==> config.mk <==
export PLATFORM = sky130hd
export DESIGN_NAME = w5500_block_assembler
export DESIGN_NICKNAME = d
export VERILOG_FILES = /design/src/rtl/w5500_block_assembler.sv
export SDC_FILE = /design/constraint.sdc
export NUM_CORES = 1
export LEC_CHECK = 0
export CORE_ASPECT_RATIO = 1.1
export CORE_MARGIN = 1
export CORE_UTILIZATION = 56
export DETAILED_ROUTE_END_ITERATION = 16
export GPL_TIMING_DRIVEN = 0
export HOLD_SLACK_MARGIN = 0.1
export PLACE_DENSITY = 0.85
export SLEW_MARGIN = 5
export SYNTH_ARGS = -nofsm -noshare
export SYNTH_HDL_FRONTEND = slang
export SYNTH_SLANG_ARGS = --single-unit
==> constraint.sdc <==
create_clock -name i_clk -period 4.5 [get_ports i_clk]
set_clock_uncertainty 0.05 [all_clocks]
set_input_delay 1.125 -clock i_clk [delete_from_list [all_inputs] [get_ports i_clk]]
set_output_delay 1.125 -clock i_clk [all_outputs]
set_load 0.03 [all_outputs]
==> src/rtl/w5500_block_assembler.sv <==
// Packs the W5500 receive byte stream into 128-bit cipher blocks, PKCS#7-pads on flush,
// and double-buffers (assembly + output register), dropping and flagging bytes on overflow.
module w5500_block_assembler #(
  parameter int DATA_WIDTH  = 8,
  parameter int BLOCK_BYTES = 16
) (
  input  logic                              i_clk,
  input  logic                              i_rst_n,
  input  logic [DATA_WIDTH-1:0]             i_data_in,
  input  logic                              i_data_valid,
  input  logic                              i_flush,
  output logic [BLOCK_BYTES*DATA_WIDTH-1:0] o_block,
  output logic                              o_block_valid,
  input  logic                              i_block_ready,
  output logic [4:0]                        o_byte_count,
  output logic                              o_overflow
);

  localparam int         LP_W    = BLOCK_BYTES * DATA_WIDTH;
  localparam logic [4:0] LP_FULL = 5'(BLOCK_BYTES);

  logic [LP_W-1:0]       r_asm;
  logic [4:0]            r_cnt;
  logic [LP_W-1:0]       r_out;
  logic                  r_valid;
  logic                  r_flush_pend;
  logic                  r_overflow;

  logic                  w_accept;
  logic                  w_drop;
  logic [4:0]            w_cnt_post;
  logic [LP_W-1:0]       w_asm_acc;
  logic [DATA_WIDTH-1:0] w_pad_val;
  logic [LP_W-1:0]       w_out_next;
  logic                  w_out_free;
  logic                  w_flush_req;
  logic                  w_transfer;
  logic                  w_full_post;

  always_comb begin
    w_accept    = i_data_valid && (r_cnt < LP_FULL);
    w_drop      = i_data_valid && (r_cnt == LP_FULL);
    w_cnt_post  = r_cnt + 5'(w_accept);
    w_full_post = (w_cnt_post == LP_FULL);
    w_out_free  = !r_valid || i_block_ready;
    w_flush_req = r_flush_pend || i_flush;
    w_transfer  = w_out_free && (w_full_post || w_flush_req);
    w_pad_val   = DATA_WIDTH'(LP_FULL - w_cnt_post);

    w_asm_acc = r_asm;
    for (int unsigned i = 0; i < BLOCK_BYTES; i++) begin
      if (w_accept && (i == 32'(r_cnt)))
        w_asm_acc[(BLOCK_BYTES-1-i)*DATA_WIDTH +: DATA_WIDTH] = i_data_in;
    end

    // Slots at or beyond the post-accept count take the pad value; a full block has none.
    w_out_next = '0;
    for (int unsigned i = 0; i < BLOCK_BYTES; i++) begin
      if (i < 32'(w_cnt_post))
        w_out_next[(BLOCK_BYTES-1-i)*DATA_WIDTH +: DATA_WIDTH] =
          w_asm_acc[(BLOCK_BYTES-1-i)*DATA_WIDTH +: DATA_WIDTH];
      else
        w_out_next[(BLOCK_BYTES-1-i)*DATA_WIDTH +: DATA_WIDTH] = w_pad_val;
    end
  end

  always_ff @(posedge i_clk or negedge i_rst_n) begin
    if (!i_rst_n) begin
      r_asm        <= '0;
      r_cnt        <= '0;
      r_out        <= '0;
      r_valid      <= 1'b0;
      r_flush_pend <= 1'b0;
      r_overflow   <= 1'b0;
    end else begin
      r_asm <= w_asm_acc;
      if (w_drop)
        r_overflow <= 1'b1;
      if (w_transfer) begin
        r_out   <= w_out_next;
        r_valid <= 1'b1;
        r_cnt   <= '0;
        // An aligned flush ships the data block now and keeps the flush for a 0x10 pad block.
        r_flush_pend <= w_full_post && w_flush_req;
      end else begin
        r_cnt <= w_cnt_post;
        if (r_valid && i_block_ready)
          r_valid <= 1'b0;
        if (i_flush)
          r_flush_pend <= 1'b1;
      end
    end
  end

  assign o_block       = r_out;
  assign o_block_valid = r_valid;
  assign o_byte_count  = r_cnt;
  assign o_overflow    = r_overflow;

endmodule

==> flow_summary_export.csv <==
group,metric,value,unit
detailed_routing,drt.antenna.violating_nets,0,
yosys,synth_warnings,0,
global_routing,grt_overflow_total,0,
setup_path,cpMostUsedCell,"ha_1",
pwr,p_per_area,603.7,nW/um^2
sta,fmax,225.3,MHz
cells_and_area,layout_commonest_cell,"dfrtp_1",
cts,numCtsBuffers,26,
sta,slew_viol_final,0,
worst_hold_path,hold_depth,2,
detailed_routing,wl_per_cell,23.07,um
sta,finalCritPeriodShare,0.9861,
setup_path,crit_path_top_delay_cell,"xor2_1",
yosys,synthDistinctLibCells,65,
place,gp_congestion,0.9333,
pwr,clkPwrFrac,0.267,
pwr,swShare,0.3455,
setup_path,r2r-end,"o_block[24]$_DFFE_PN0P_",
yosys,netlist_area,11930,sq um
global_routing,grt.total_usage,0.3026,
yosys,synth.area.top_cells,"dfrtp_1 55%, mux2_2 18%, mux2i_1 5.3%",
setup_path,worstPathArrival,4.81,ns
setup_path,cp_cell_sequence,"clkdlybuf4s50_1, nor2b_1, ha_1, ha_1, nand3_1, xor2_1, o21ai_0, a32o_1, mux2_1",
setup_path,critical_path_class,"in2reg",
die,ioPinCount,148,
place,dp_cells,1361,
pwr,combPwrFrac,0.366,
cts,clock_latency,0.54,ns
die,die_h,155.1,um
sta,fin_crit,4.438,ns
cts,cts_sinks,264,
setup_path,ff2ff_path_depth,10,
pwr,p_int,5.833,mW
cts,cts_tree,"done",
cts,ctsHoldBuffers,0,
place,post_dp_cell_area,13820,sq um
die,dieArea,21900,sq um
global_routing,grt_pass1_vias,8686,
cells_and_area,syn_to_final_growth,23.72,%
setup_path,cp_data_required_time,4.87,ns
setup_path,r2r_slack,0.52,ns
cells_and_area,finalInstanceArea,14760,sq um
cts,clk_pin_slew,0.06,ns
global_routing,antenna_found_initial,0,
cells_and_area,drive_above_1_share,0.2569,
global_routing,grt_pass1_wl,49870,um
global_routing,grt_max_degree,107,
sta,worst_slack,0.06240,ns
cts,root_buffer,"clkbuf_16",
sta,timing.slew.headroom,0.3005,
worst_hold_path,hold_class,"reg2reg",
detailed_routing,drt_iter0_markers,541,
die,start_util,0.5761,
yosys,synth_edf_count,0,
die,rows,55,
pwr,leakage,6.780,nW
detailed_routing,drc_errors,0,
yosys,syn_area_per_cell,12.87,sq um
yosys,ys_seq_area_frac,0.5536,
cts,clk_path_buf_depth,3,
die,core_area,20710,sq um
sta,hold_viol,0,
cells_and_area,finalNonFillerCells,1406,
yosys,netlist_instances,927,
yosys,ys_ff_latch,264,
yosys,synth_top_area_cell,"dfrtp_1",
sta,rsz0062_at_grt,"true",
outcome,run_status,"finished clean",
cts,htreeDepth,1,
detailed_routing,viasPerCell,5.979,
setup_path,cp-end-kind,"register",
die,fp.dieW,141.2,um
setup_path,critPathLaunchType,"input port",
yosys,yosysTopAreaCellShare,0.5536,
detailed_routing,finalWirelength,32440,um
setup_path,r2r_start,"o_byte_count[4]$_DFF_PN0_",
place,preCtsSetupSlack,-0.6551,ns
detailed_routing,first_pass_iters,5,
flow_run,drv_cap,0,
sta,setup_viol,0,
setup_path,path_max_fanout,9,
yosys,synth_nets,944,
cells_and_area,diodes,0,
cells_and_area,mostFrequentLayoutCells,"264 x dfrtp_1, 186 x mux2_2, 146 x clkdlybuf4s50_1",
place,port_buffers,147,
pwr,ir_drop,502.5,uV
worst_hold_path,holdCritStartpoint,"r_asm[90]$_DFF_PN0_",
place,dp_hpwl,21590,um
pwr,p_sw,3.080,mW
pwr,share_seq_of_total_power,0.367,
sta,worst_pin_slew,1.046,ns
yosys,ys.flop_type,"dfrtp_1",
worst_hold_path,hold_end,"r_asm[90]$_DFF_PN0_",
detailed_routing,vias,8406,
setup_path,slowest_delay,0.84,ns
yosys,async_flop_share,1.000,
cells_and_area,nets,1120,
## power groups by stage
stage                     clock network [mW]  registers [mW]  logic [mW]
final                                   2.38            3.27        3.26
after global routing                    2.49            3.33        3.43
after CTS                               2.40            3.27        3.25
after detailed placement                   0            3.30        3.22
after global placement                     0            3.30        3.16
after floorplan                            0            3.99        1.21
## cell usage after synthesis (all sizes together) (6+ instances only)
master    n
a21boi   21
a21oi    14
a31oi     8
and2      6
buf      31
clkbuf   29
dfrtp   264
inv      58
mux2    198
mux2i    63
nand2    37
nand3    14
nor2     33
nor2b    11
o21a     11
o21ai     9
o22ai    16
o311ai   17
o31ai    19
## per-layer routing
metal	vias up	wire length [um]	global-route usage
li1	3663	-	-
met1	4320	13460	0.4067
met2	344	15620	0.4870
met3	79	2048	0.04709
met4	0	1308	0.1377
met5	-	0	0
## worst max-delay path, delay by kind of cell
family	cells	cell delay, ns
muxes	1	0.30
AOI/OAI and AO/OA	2	1.07
adders and majority gates	2	0.50
buffers and inverters	1	0.56
and+or+nand+nor	2	0.39
xor gates and xnor gates	1	0.84
## registers in the layout, indices dropped and copies added, names as in the netlist
register       flops
r_asm            128
o_overflow         1
r_flush_pend       1
o_byte_count       5
o_block          128
o_block_valid      1
## final cells by class
type                    count  area (sq um)
clock inverters             8         167.7
clock buffers              38         767.0
inverters                  58         217.7
flip-flops and latches    264          6606
well taps                 285         356.6
repair buffers            149          1531
plain buffers              59         306.5
multi-input cells         545          4811
fillers                  1423          5949
## cell families (layout without fill, tap and decap cells)
kind of cell / Yosys count / count (layout) / synth area share
AOI/OAI and AO/OA: 148 / 148 / 0.09614
xor gates and xnor gates: 7 / 7 / 0.008283
adders and majority gates: 5 / 5 / 0.005033
buffers and inverters: 118 / 312 / 0.04414
DFF: 264 / 264 / 0.5536
muxes: 261 / 261 / 0.2397
and+or+nand+nor: 124 / 124 / 0.05316
## worst max-delay path by stage
stage / from / endpoint / slack (ns)
5_1_grt: i_data_valid / o_block[33]$_DFFE_PN0P_ / -0.02
3_5_place_dp: i_data_valid / o_block[36]$_DFFE_PN0P_ / -0.66
4_1_cts: i_data_valid / o_block[33]$_DFFE_PN0P_ / 0.06
6_report: i_data_valid / o_block[24]$_DFFE_PN0P_ / 0.06
3_3_place_gp: i_rst_n / o_block[127]$_DFFE_PN0P_ / -8.76
2_1_floorplan: i_data_valid / o_block[33]$_DFFE_PN0P_ / 0.75
## repair_timing
item / in CTS / in global routing
resized for setup: 1 / 2
endpoints found under the setup margin: 40 / 34
pin swaps: 0 / 0
setup buffers: 0 / 0
## through the flow
step                      utilization  power (mW)  hold WS [ns]  TNS [ns]
after floorplan                     -       5.203        0.3955         0
after global placement         0.6644       6.457        0.4080  -2363.66
after detailed placement       0.6673       6.528        0.4151    -60.34
after CTS                      0.7123       8.915        0.4339         0
after global routing           0.7128       9.254        0.4483  -0.01659
final                          0.7128       8.913        0.4310         0
Note: power is estimated with default switching activity, not from simulation.
